## src/rtl/gray_pkg.sv

```systemverilog
// Shared definitions for the Gray-code reader path.
// FSM encodings and the supported word width.
package gray_pkg;

    localparam int GRAY_W = 4;

    localparam logic [1:0] IDLE    = 2'd0;
    localparam logic [1:0] SETTLE  = 2'd1;
    localparam logic [1:0] DECODE  = 2'd2;
    localparam logic [1:0] PRESENT = 2'd3;

    typedef enum logic [1:0] {
        S_IDLE    = IDLE,
        S_SETTLE  = SETTLE,
        S_DECODE  = DECODE,
        S_PRESENT = PRESENT
    } state_t;

endpackage

```

## src/rtl/decodificador_gray.sv

```systemverilog
// Combinational Gray-to-binary decoder.
// Each binary bit is the XOR of all Gray bits at or above it.
module decodificador_gray
    import gray_pkg::*;
#(
    parameter int WIDTH = GRAY_W
) (
    input  logic [WIDTH-1:0] gray,
    output logic [WIDTH-1:0] bin
);

    for (genvar i = 0; i < WIDTH; i++) begin : g_bit
        assign bin[i] = ^gray[WIDTH-1:i];
    end

endmodule

```

## src/rtl/control_lectura_gray.sv

```systemverilog
// Gray switch reader: synchronize, debounce, decode, check step legality,
// and hand the result downstream over valid/ready.
module control_lectura_gray
    import gray_pkg::*;
#(
    parameter int WIDTH         = GRAY_W,
    parameter int STABLE_CYCLES = 16
) (
    input  logic             clk,
    input  logic             rst,
    input  logic [WIDTH-1:0] gray_in,
    input  logic             enable,
    input  logic             ready_in,
    output logic [WIDTH-1:0] bin_out,
    output logic             valid_out,
    output logic             step_err,
    output logic             busy
);

    localparam int CW = $clog2(STABLE_CYCLES);
    localparam logic [CW-1:0] CNT_MAX = CW'(STABLE_CYCLES - 1);

    state_t state_q, state_d;

    logic [WIDTH-1:0] sync1_q, sync1_d;
    logic [WIDTH-1:0] sync_q, sync_d;
    logic [WIDTH-1:0] cand_q, cand_d;
    logic [WIDTH-1:0] last_acc_q, last_acc_d;
    logic [CW-1:0]    cnt_q, cnt_d;
    logic [WIDTH-1:0] bin_q, bin_d;
    logic             step_err_q, step_err_d;
    logic             valid_q, valid_d;
    logic             busy_q, busy_d;
    logic [WIDTH-1:0] dec_bin;

    decodificador_gray #(
        .WIDTH(WIDTH)
    ) u_dec (
        .gray(cand_q),
        .bin (dec_bin)
    );

    function automatic int unsigned popcnt(input logic [WIDTH-1:0] v);
        int unsigned n;
        n = 0;
        for (int i = 0; i < WIDTH; i++) begin
            n = n + 32'(v[i]);
        end
        return n;
    endfunction

    always_comb begin
        sync1_d    = gray_in;
        sync_d     = sync1_q;
        state_d    = state_q;
        cand_d     = cand_q;
        cnt_d      = cnt_q;
        last_acc_d = last_acc_q;
        bin_d      = bin_q;
        step_err_d = step_err_q;

        unique case (state_q)
            S_IDLE: begin
                if (enable && (sync_q != last_acc_q)) begin
                    state_d = S_SETTLE;
                    cand_d  = sync_q;
                    cnt_d   = '0;
                end
            end
            S_SETTLE: begin
                if (!enable) begin
                    state_d = S_IDLE;
                end else if (sync_q != cand_q) begin
                    // Bounce: restart the stability window on the new code
                    cand_d = sync_q;
                    cnt_d  = '0;
                end else if (cnt_q == CNT_MAX) begin
                    state_d = S_DECODE;
                end else begin
                    cnt_d = cnt_q + 1'b1;
                end
            end
            S_DECODE: begin
                bin_d      = dec_bin;
                step_err_d = (popcnt(cand_q ^ last_acc_q) != 1);
                last_acc_d = cand_q;
                state_d    = S_PRESENT;
            end
            S_PRESENT: begin
                if (ready_in) begin
                    state_d = S_IDLE;
                end
            end
            default: state_d = S_IDLE;
        endcase

        // Status flags track the next state so they line up with it
        valid_d = (state_d == S_PRESENT);
        busy_d  = (state_d != S_IDLE);
    end

    always_ff @(posedge clk) begin
        if (rst) begin
            state_q    <= S_IDLE;
            sync1_q    <= '0;
            sync_q     <= '0;
            cand_q     <= '0;
            cnt_q      <= '0;
            last_acc_q <= '0;
            bin_q      <= '0;
            step_err_q <= 1'b0;
            valid_q    <= 1'b0;
            busy_q     <= 1'b0;
        end else begin
            state_q    <= state_d;
            sync1_q    <= sync1_d;
            sync_q     <= sync_d;
            cand_q     <= cand_d;
            cnt_q      <= cnt_d;
            last_acc_q <= last_acc_d;
            bin_q      <= bin_d;
            step_err_q <= step_err_d;
            valid_q    <= valid_d;
            busy_q     <= busy_d;
        end
    end

    assign bin_out   = bin_q;
    assign step_err  = step_err_q;
    assign valid_out = valid_q;
    assign busy      = busy_q;

endmodule

```

## config.mk

```make
export PLATFORM = sky130hd
export DESIGN_NAME = control_lectura_gray
export DESIGN_NICKNAME = d
export VERILOG_FILES = /design/src/rtl/gray_pkg.sv /design/src/rtl/decodificador_gray.sv /design/src/rtl/control_lectura_gray.sv
export SDC_FILE = /design/constraint.sdc
export NUM_CORES = 1
export LEC_CHECK = 0
export CORE_MARGIN = 2
export CORE_UTILIZATION = 40
export CTS_CLUSTER_SIZE = 16
export DETAILED_ROUTE_END_ITERATION = 8
export GPL_ROUTABILITY_DRIVEN = 0
export PLACE_DENSITY = 0.72
export SLEW_MARGIN = 30
export SYNTH_ARGS = -nofsm -noshare
export SYNTH_HDL_FRONTEND = slang
export SYNTH_SLANG_ARGS = --single-unit
```

## constraint.sdc

```tcl
create_clock -name clk -period 4.5 [get_ports clk]
set_input_delay 0.9 -clock clk [delete_from_list [all_inputs] [get_ports clk]]
set_output_delay 0.9 -clock clk [all_outputs]
set_load 0.01 [all_outputs]
```

# Word level (Yosys, flattened, before mapping)
# Cells that the tools add are included.
totals:
  word_cells: 51
  reg_bits: 29
  output_inout_bits: 7
op_classes:
  addsub: 4
  eq_ne: 12
  n_reduce_logical: 9
  bitwise_logic: 1
  muxes: 15
ops:
  columns: ["cell", "count"]
  rows:
  - ["two-way mux 4 bit", 7]
  - ["one-hot mux 4 bit (2 select lines)", 2]
  - ["two-way mux 2 bit", 5]
  - ["!= test 4 bit", 2]
  - ["one-hot mux 2 bit (4 select lines)", 1]
  - ["AND reduction 4 bit", 2]
  - ["equality test 2 bit, second input constant", 3]
  - ["!= test 2 bit, second input constant", 3]
  - ["adder 3 x 1 -> 4 bit", 1]
  - ["adder 4 x 1 -> 4 bit, second input constant", 1]
  - ["equality test 4 bit, second input constant", 1]
  - ["!= test 4 x 1 -> 1 bit, second input constant", 1]
  - ["nonzero test 2 bit", 2]
  - ["parity 4 bit", 1]
  - ["XOR 4 bit", 1]
  - ["adder 2 x 1 -> 3 bit", 1]
  - ["!= test 3 bit, second input constant", 1]
  - ["parity 3 bit", 1]
  - ["adder 1 x 1 -> 2 bit", 1]
  - ["equality test 2 x 1 -> 1 bit, second input constant", 1]
  - ["logical NOT 2 bit", 1]
  - ["parity 2 bit", 1]
  - ["logical AND 1 bit", 1]

# Logic depth before layout (Yosys ltp)
# Gate-level depths: netlist of the first run.
logic_depth:
  word_depth: 6
  depth_mapped: 6
  ltp_nobuf: 6

# Modules after synthesis
# From an unflattened synthesis of the first run, not the netlist that was laid out.
hier_totals:
  cells_unflattened: 143
  hier_area_um2: 1361.3
by_module_without_submodules:
  columns: ["mod", "instances", "seq_area_each_um2", "cells_each", "area_each_um2"]
  rows:
  - ["control_lectura_gray", 1, 580.6, 138, 1311.3]
  - ["decodificador_gray", 1, 0.0, 5, 50.0]

# Least setup slack after synthesis of the first run
# Ideal clock, no wire load.
synth_timing:
  path_type: "register -> register"
  from: "reg cand_q[1]"
  to: "reg step_err_q, in the netlist step_err"
  n_path_buf: 0
  path_stages_with_launch: 7
  setup_slack_ps: 2660
  required_ps: 4409
  arrival_ps: 1749
  setup_ps: 91
  path_cell_list: "dfxtp_1 -> xor2_1 -> fa_1 -> ha_1 -> ha_1 -> nor2_1 -> a311oi_1"
synth_via:
  elab_chain_cells: 5
synth_rtl:
  columns: ["item", "line", "rtl"]
  rows:
  - ["from (decl)", "control_lectura_gray.sv:27", "logic [WIDTH-1:0] cand_q, cand_d;"]
  - ["from (signal assigned)", "control_lectura_gray.sv:118", "cand_q <= cand_d;"]
  - ["XOR 4 bit", "control_lectura_gray.sv:85", "step_err_d = (popcnt(cand_q ^ last_acc_q) != 1);"]
  - ["adder 1 x 1 -> 2 bit", "control_lectura_gray.sv:47", "n = n + 32'(v[i]);"]
  - ["adder 2 x 1 -> 3 bit", "control_lectura_gray.sv:47", null]
  - ["adder 3 x 1 -> 4 bit", "control_lectura_gray.sv:47", null]
  - ["!= test 4 x 1 -> 1 bit", "control_lectura_gray.sv:85", null]
  - ["to (signal assigned)", "control_lectura_gray.sv:122", "step_err_q <= step_err_d;"]
  - ["to (decl)", "control_lectura_gray.sv:31", "logic step_err_q, step_err_d;"]
# No other way between the ends.
# A chain may end at the register's enable or synchronous reset.

==> out/qor.csv, run 1 <==
metric;value;unit
status;complete, no violations;
period_minus_slack;2240;ps
routed_wl;2090;um
post_cts_resized;0;
clock_path_buffers;2;
slew_viol_final;0;
worstSetupStartpointType;register;
n_fill_cell;311;
grt_util_all_layers;13.0;%
layout_common_cells;dfxtp_1 (28), clkdlybuf4s50_1 (13), nor2b_1 (12), nand2_1 (12), nand2b_1 (12);
critPathSlowestCell;clkdlybuf4s50_1;
path_clk_slew;140;ps
drive_above_1_share;7.43;%
num_io_pins;15;
port-buffer-count;14;
cp.buffers_inverters;1;
ys_types;33;
drc;0;
min_path_type;register to register;
tightest_slew;635;ps
antenna_found_initial;0;
routed-wl-met3;82;um
crit_chain;clkdlybuf4s50_1;
post_dp_cell_area;0.00147;mm2
synth-seq-cells;28;
cts_setup_buffers;0;
fin_skew;7.18;ps
grt_start_max_net_pins;33;
drt_first_pass_iters;4;
fmax;0.447;GHz
grt_pass1_vias;857;
maxCapViolations;0;
multiInputGateArea;702;um2
h-tree-depth;1;
antenna_cells;0;
crit_family;buffers and inverters;
met2WireLength;963;um
cts_buffers;3;
cp_slowest_stage_delay;570;ps
syn_area_per_cell;9.46;um2
clk_latency;340;ps
cellPowerDensity;273;mW/mm2
wl_met1;973;um
slew_headroom;57.5;%
die_x;60.9;um
clockRootBuffer;clkbuf_4;
end_kind;output port;
highest_layer;met4;
netlist_area;0.00130;mm2
power.total;0.405;mW
seqCellArea;561;um2
layout.nets;162;
async_flop_share;0;%
fin_area;0.00148;mm2
yosys_warnings;0;
seq_area_frac_synth;43.2;%
hold_viol;0;
via_per_inst;4.82;
p_leak;0.572;nW
vias;925;
dpl.hpwl;1550;um
tritoncts;done;
ys.flop_type;dfxtp_1;
worstPathMaxFanout;4;
vdd_ir_drop_max;108;uV
clock-sinks;28;
layout_commonest_cell;dfxtp_1;
wl_per_cell;10.9;um
synth_edf_count;0;
setup_tns;0;ps
setup_viol;0;
dp_slack;1670;ps
rows;20;
syn_inst;137;
timing.final.crit_share;49.7;%
core-area;0.00308;mm2
grt_pass1_wl;3530;um
initial_core_util;42.1;%
holdBufCountCts;0;
drtIter0Drc;16;
layout_setup_ws;2260;ps
overflow;0;
dieArea;0.00371;mm2
drtAntennaViolNets;0;
cp.required;3600;ps
worst_ep_arrival_time;1340;ps
rsz0062_at_grt;no;
synth_nets;149;
area_delta_synth_final;14.4;%
crit_type;register to output port;
die_h;60.9;um
==> cells by family after synthesis <==
kind of cell	share of synthesized area, %
and+or+nand+nor	24.8
DFF	43.2
AOI/OAI and AO/OA	11.7
xor gates and xnor gates	10.1
buffers and inverters	2.61
muxes	3.09
adders and majority gates	4.44
==> flip-flops by register name, summed over array words and instances (netlist names) <==
register	flops
valid_out	1
state_q	2
last_acc_q	4
bin_out	3
busy	1
sync1_q	4
step_err	1
sync_q	4
cnt_q	4
cand_q	4
==> stage by stage <==
stage	instances	util (%)	hold slack (ps)
after floorplan	137	-	414
after global placement	189	47.6	421
after detailed placement	189	47.6	427
after CTS	192	48.3	458
after global routing	192	48.2	476
final	192	48.2	454
==> power breakdown <==
group          switching [mW]  internal [mW]
Sequential            0.00554          0.254
Clock                  0.0720         0.0316
Combinational          0.0200         0.0223
==> area by class of cell <==
class / instances / share of cell area (%)
multi-input combinational: 101 / 47.3
sequential: 28 / 37.8
timing repair buffer: 14 / 9.11
tap: 44 / 3.71
clock buffer: 3 / 1.52
inverter: 2 / 0.506
==> synthesized netlist by cell type, types with 4 or more instances <==
cell type	n	share of area, %
dfxtp_1	28	43
nand2_1	12	3.5
nand2b_1	12	5.8
nor2b_1	12	5.8
nor2_1	8	2.3
xor2_1	8	5.4
xnor2_1	7	4.7
a21oi_1	6	2.3
clkbuf_1	5	1.4
a211oi_1	4	2.3
mux2i_1	4	3.1
==> layer usage <==
metal / vias up / global-route usage (%)
met5: - / 0
met4: 0 / 9.01
met3: 7 / 2.56
met2: 19 / 20.4
met1: 420 / 16.0
li1: 479 / -
==> worst paths after layout <==
check                                    from         end  slack (ps)  cells past startpoint
worst max register to register      cand_q[1]    step_err        2520                      6
worst min-delay path               sync1_q[0]   sync_q[0]         450                      1
worst max-delay path            last_acc_q[3]  bin_out[3]        2260                      1
worst min register to register     sync1_q[0]   sync_q[0]         450                      1
(Power assumes the default switching activity.)
==> run 2, diff against run 1 <==
--- a/config.mk
+++ b/config.mk
@@ -10,7 +10,7 @@
 export CTS_CLUSTER_SIZE = 16
 export DETAILED_ROUTE_END_ITERATION = 8
 export GPL_ROUTABILITY_DRIVEN = 0
-export PLACE_DENSITY = 0.72
+export PLACE_DENSITY = 0.75
 export SLEW_MARGIN = 30
 export SYNTH_ARGS = -nofsm -noshare
 export SYNTH_HDL_FRONTEND = slang
==> constraint.sdc (replaced) <==
create_clock -name clk -period 2 [get_ports clk]
set_input_delay 0.4 -clock clk [delete_from_list [all_inputs] [get_ports clk]]
set_output_delay 0.4 -clock clk [all_outputs]
set_load 0.01 [all_outputs]
==> run 2 against run 1 <==
  * Cell count is 2.6% higher
  * Wire length increased by 6.7%
  * Clock skew is essentially flat
  * Utilization up 2.5 points
  * Sequential power up 120%
  * Non-clock buffer count up 4
  * Worst hold slack improved by 3.0 ps
  * Register-to-register slack got worse by 2400 ps
  * Clock-buffer cell count did not move
  * Largest power group unchanged
  * Setup slack lost 2100 ps
  * Critical path depth rose by 5
  * Largest cell class unchanged
==> out/qor.csv, run 2 (synthesized netlist as in run 1, its figures left out) <==
metric;value;unit;change
num_io_pins;15;;unchanged
overflow;0;;unchanged
grt_util_met1;17.2;%;was 16.0%
die_x;60.9;um;unchanged
wl_per_cell;11.3;um;was 10.9 um
clk_latency;330;ps;was 340 ps
fin_skew;7.11;ps;was 7.18 ps
gr-usage-met2;22.0;%;was 20.4%
die_h;60.9;um;unchanged
cellPowerDensity;677;mW/mm2;was 273 mW/mm2
dieArea;0.00371;mm2;unchanged
rr_endpoint;step_err;;unchanged
h-tree-depth;1;;unchanged
n_fill_cell;308;;was 311
initial_core_util;42.1;%;unchanged
clock-sinks;28;;unchanged
critPathLaunch;cand_q[3];;was last_acc_q[3]
grt_pass1_vias;883;;was 857
clockRootBuffer;clkbuf_4;;unchanged
clock_path_buffers;2;;unchanged
cp.required;2260;ps;was 3600 ps
layout.nets;166;;was 162
regToRegSetupSlack;120;ps;was 2520 ps
grt.busiest_layer;met2;;unchanged
seqCellArea;564;um2;was 561 um2
layout_commonest_cell;dfxtp_1;;unchanged
period_minus_slack;1880;ps;
grt_util_all_layers;13.4;%;was 13.0%
rows;20;;unchanged
slew_viol_final;0;;unchanged
grt_start_max_net_pins;30;;was 33
drt_first_pass_iters;2;;was 4
layout_common_cells;dfxtp_1 (25), clkdlybuf4s50_1 (14), nor2b_1 (12), nand2_1 (12), nand2b_1 (12);;was dfxtp_1 (28), clkdlybuf4s50_1 (13), nor2b_1 (12), nand2_1 (12), nand2b_1 (12)
tritoncts;done;;unchanged
dp.cells;193;;was 189
worstSetupStartpointType;register;;unchanged
vias;947;;was 925
timing.final.crit_share;93.9;%;
crit_end;step_err;;was bin_out[3]
fmax;0.533;GHz;
min_path_cells;1;;unchanged
dpl.hpwl;1640;um;was 1550 um
setup_viol;0;;unchanged
antenna_found_initial;0;;unchanged
gr-usage-met3;2.56;%;unchanged
drtIter0Drc;14;;was 16
via_per_inst;4.81;;was 4.82
drc;0;;unchanged
multiInputGateArea;709;um2;was 702 um2
tightest_slew;372;ps;was 635 ps
drive_above_1_share;12.4;%;was 7.43%
grt_pass1_wl;3720;um;was 3530 um
cts_buffers;3;;unchanged
maxCapViolations;0;;unchanged
setup_tns;0;ps;unchanged
core-area;0.00308;mm2;unchanged
slew_headroom;75.0;%;was 57.5%
drtAntennaViolNets;0;;unchanged
status;complete, no violations;;unchanged
rsz0062_at_grt;no;;unchanged
routed_wl;2240;um;was 2090 um
worst_ep_arrival_time;2140;ps;was 1340 ps
vdd_ir_drop_max;272;uV;was 108 uV
r2r-start;cand_q[3];;was cand_q[1]
worstPathMaxFanout;5;;was 4
antenna_cells;0;;unchanged
final_cells;197;;was 192
hold_viol;0;;unchanged
p_leak;0.608;nW;was 0.572 nW
min_path_type;register to register;;unchanged
port-buffer-count;14;;unchanged
end_kind;register;;was output port
path_clk_slew;150;ps;was 140 ps
crit_type;register to register;;was register to output port
rr_worst_depth;6;;unchanged
area_delta_synth_final;20.3;%;was 14.4%
run 2: power breakdown:
part           switching, mW  leakage, nW  internal (mW)
Clock                  0.166       0.0279          0.203
Sequential            0.0118        0.229          0.572
Combinational         0.0483        0.351         0.0539
run 2: critical path: stages (launching register included):
cell and delay, ps:
dfxtp_2 410, xor2_1 190, fa_1 450, ha_1 210, ha_1 270, nor2_1 40, a311oi_1 230
run 2: worst min-delay path by stage:
stage / endpoint / start / slack (ps)
floorplan: sync_q[0] / sync1_q[0] / 410
global placement: sync_q[2] / sync1_q[2] / 420
detailed placement: sync_q[3] / sync1_q[3] / 430
CTS: sync_q[1] / sync1_q[1] / 460
global route: sync_q[1] / sync1_q[1] / 470
finish: sync_q[1] / sync1_q[1] / 460
run 2: area by class of cell:
cell class / instances / share of cell area [%]
clock buffer: 3 / 1.44
inverter: 2 / 0.482
tap: 44 / 3.53
clock inverter: 1 / 1.93
multi-input combinational: 101 / 45.5
timing repair buffer: 18 / 10.9
sequential: 28 / 36.2
run 2: routing by layer:
layer,wire (um),up-vias
li1,-,494
met1,1060,436
met2,1080,12
met3,66,5
met4,31,0
met5,0,-
run 2: stage by stage:
stage | worst slack (ps) | cell area (um2) | hold slack (ps) | power (mW) | util, %
after global placement | 148 | 1500 | 417 | 0.695 | 48.6
after detailed placement | 80.2 | 1500 | 426 | 0.697 | 48.6
after global routing | 0.671 | 1560 | 466 | 1.09 | 50.7
after floorplan | 160 | 1300 | 414 | 0.664 | -
final | 122 | 1560 | 458 | 1.06 | 50.7
after CTS | 37.7 | 1550 | 459 | 1.07 | 50.3
run 2: what timing repair did:
item	in CTS	in global routing
gates resized for setup	0	4
buffers inserted	0	0
hold buffers	0	0
setup endpoints to repair	0	1
==> run 3, diff against run 2 <==
--- a/config.mk
+++ b/config.mk
@@ -10,8 +10,10 @@
 export CTS_CLUSTER_SIZE = 16
 export DETAILED_ROUTE_END_ITERATION = 8
 export GPL_ROUTABILITY_DRIVEN = 0
-export PLACE_DENSITY = 0.75
+export PLACE_DENSITY = 0.74
 export SLEW_MARGIN = 30
 export SYNTH_ARGS = -nofsm -noshare
 export SYNTH_HDL_FRONTEND = slang
+export SYNTH_HIERARCHICAL = 1
 export SYNTH_SLANG_ARGS = --single-unit
+export TNS_END_PERCENT = 5
==> run 3 against run 2 <==
  * Largest power group unchanged
  * Clock-buffer cell count up 5
  * First-iteration DRC count up 21%
  * Combinational power up 9%
  * Clock skew up 5.8 ps
  * Wire length up 14%
  * Final area up 4.3%
  * Sequential share of layout area down 0.50 points
  * Critical endpoint unchanged
  * Flip-flop and latch count up 1
  * Largest cell class unchanged
  * Sequential power up 3%
  * Register-to-register slack worse by 30 ps
  * Global-route usage up 2.6 points
==> out/qor.csv, run 3 <==
metric;value;unit;change
status;complete, no violations;;unchanged
path_clk_slew;80;ps;was 150 ps
antenna_found_initial;0;;unchanged
yosys_warnings;6;;was 0
worst_ep_arrival_time;2120;ps;was 2140 ps
p_leak;0.678;nW;was 0.608 nW
synth_area_leaders;dfxtp_1 (43%), xor2_1 (8.4%), nand2b_1 (5.5%);;was dfxtp_1 (43%), nand2b_1 (5.8%), nor2b_1 (5.8%)
holdBufCountCts;0;;unchanged
rows;21;;was 20
clock_path_buffers;2;;unchanged
area_delta_synth_final;19.5;%;was 20.3%
rsz0062_at_grt;no;;unchanged
synthTopCellsByCount;dfxtp_1 (29), nand2_1 (17), xor2_1 (13);;was dfxtp_1 (28), nand2_1 (12), nand2b_1 (12), nor2b_1 (12)
synth.largest_area_cell;dfxtp_1;;unchanged
critPathMostFrequentCell;ha_1;;unchanged
regToRegSetupSlack;90;ps;was 120 ps
synth_edf_count;0;;unchanged
drt_first_pass_iters;4;;was 2
post_cts_resized;0;;unchanged
crit_family;adder cells;;unchanged
dp_slack;83.2;ps;was 80.2 ps
grt_util_all_layers;15.9;%;was 13.4%
setup_viol;0;;unchanged
cellPowerDensity;646;mW/mm2;was 677 mW/mm2
rr_worst_depth;6;;unchanged
tritoncts;done;;unchanged
tightest_slew;503;ps;was 372 ps
synth-seq-cells;29;;was 28
routed_wl;2560;um;was 2240 um
final_cells;211;;was 197
grt_pass1_wl;4740;um;was 3720 um
num_io_pins;15;;unchanged
synth_nets;155;;was 149
clockRootBuffer;clkbuf_4;;unchanged
dp.cells;203;;was 193
cts_setup_buffers;0;;unchanged
drive_above_1_share;13.3;%;was 12.4%
syn_inst;143;;was 137
worstSetupStartpointType;register;;unchanged
fmax;0.524;GHz;was 0.533 GHz
port-buffer-count;14;;unchanged
maxCapViolations;0;;unchanged
layout.nets;176;;was 166
initial_core_util;41.1;%;was 42.1%
fin_skew;12.9;ps;was 7.11 ps
setup_tns;0;ps;unchanged
ys_types;40;;was 33
h-tree-depth;2;;was 1
yosysMostFrequentCell;dfxtp_1;;unchanged
ys.flop_type;dfxtp_1;;unchanged
overflow;0;;unchanged
dpl.hpwl;1970;um;was 1640 um
hold_viol;0;;unchanged
n_fill_cell;336;;was 308
crit_type;register to register;;unchanged
period_minus_slack;1910;ps;was 1880 ps
crit_chain;xor2_1 -> fa_1 -> ha_1 -> ha_1 -> nor3_1 -> a211oi_1;;was xor2_1 -> fa_1 -> ha_1 -> ha_1 -> nor2_1 -> a311oi_1
die_h;62.3;um;was 60.9 um
cp.buffers_inverters;0;;unchanged
layout_commonest_cell;dfxtp_1;;unchanged
min_path_type;register to register;;unchanged
grt_start_max_net_pins;26;;was 30
power.total;1.05;mW;was 1.06 mW
yosys.area.top_type_share;42.6;%;was 43.2%
antenna_cells;0;;unchanged
wl_per_cell;12.1;um;was 11.3 um
die_x;62.3;um;was 60.9 um
r2r-start;last_acc_q[1];;was cand_q[3]
cts_buffers;5;;was 3
timing.final.crit_share;95.4;%;was 93.9%
layout_common_cells;dfxtp_1 (29), nand2_1 (17), clkdlybuf4s50_1 (14);;was dfxtp_1 (25), clkdlybuf4s50_1 (14), nor2b_1 (12), nand2_1 (12), nand2b_1 (12)
netlist_area;0.00136;mm2;was 0.00130 mm2
cp.required;2210;ps;was 2260 ps
drtAntennaViolNets;0;;unchanged
drtIter0Drc;17;;was 14
clk_latency;340;ps;was 330 ps
worstHoldEndpoint;sync_q[1];;unchanged
async_flop_share;0;%;unchanged
seq_area_frac_synth;42.6;%;was 43.2%
min_path_cells;1;;unchanged
syn_area_per_cell;9.52;um2;was 9.46 um2
layout_setup_ws;91.7;ps;was 122 ps
worstPathMaxFanout;3;;was 5
via_per_inst;4.84;;was 4.81
core-area;0.00331;mm2;was 0.00308 mm2
slew_headroom;66.2;%;was 75.0%
vdd_ir_drop_max;461;uV;was 272 uV
rr_endpoint;step_err;;unchanged
end_kind;register;;unchanged
critPathSlowestCell;fa_1;;unchanged
clock-sinks;29;;was 28
worstHoldStart;sync1_q[1];;unchanged
cp_slowest_stage_delay;450;ps;about the same
vias;1022;;was 947
dieArea;0.00389;mm2;was 0.00371 mm2
grt_pass1_vias;1081;;was 883
slew_viol_final;0;;unchanged
drc;0;;unchanged
run 3: changes by cell type in the layout (fill, tap and decap cells not counted), sizes merged, moves of 3 or more:
cell and change:
clkbuf +5, xnor2 -5, nand2 +5, nor2 -3
a21oi +3, xor2 +6
run 3: worst max-delay path by stage:
stage             startpoint        to  slack, ps  cells past startpoint
6_report       last_acc_q[1]  step_err         90                      6
5_1_grt        last_acc_q[0]  step_err          4                      6
4_1_cts        last_acc_q[1]  step_err         80                      6
3_5_place_dp   last_acc_q[1]  step_err         80                      6
3_3_place_gp   last_acc_q[1]  step_err        150                      6
2_1_floorplan      cand_q[1]  step_err         90                      6
run 3: layout make-up:
type,instances,area (um2),share of cell area [%]
multi-input combinational,106,747,45.9
inverter,2,7.51,0.462
timing repair buffer,20,185,11.4
clock buffer,8,48.8,3.00
tap,46,57.6,3.54
sequential,29,581,35.7
run 3: worst register-to-register path, delay by kind of cell, from the launching register on:
family          cells  cell delay, ps
fa+ha+maj           3             920
flops               1             390
xor+xnor            1             210
simple gates        1             180
compound gates      1              90
run 3: where the power goes:
| group | internal (mW) | switching [mW] |
|---|---|---|
| Clock | 0.140 | 0.197 |
| Sequential | 0.591 | 0.0111 |
| Combinational | 0.0574 | 0.0536 |
| Total | 0.788 | 0.262 |
run 3: stage by stage:
step	cell area [um2]	utilization, %	hold slack (ps)
final	1630	49.1	442
after global routing	1630	49.1	472
after CTS	1620	48.9	449
after detailed placement	1570	47.4	426
after global placement	1570	47.4	418
after floorplan	1360	-	414
run 3: logic make-up after synthesis:
family / Yosys count / share of synthesized area [%]
flops: 29 / 42.6
simple gates: 59 / 25.8
xor+xnor: 16 / 10.8
fa+ha+maj: 4 / 4.23
mux: 4 / 2.94
buf+inv: 8 / 3.03
compound gates: 23 / 10.5
run 3: per-layer routing:
layer / share of wire (%) / track usage [%] / up-vias
met3: 3.1 / 5.98 / 7
met5: 0 / 0 / -
met4: 2.5 / 7.50 / 0
met2: 53 / 28.7 / 18
li1: - / - / 519
met1: 41 / 16.3 / 478
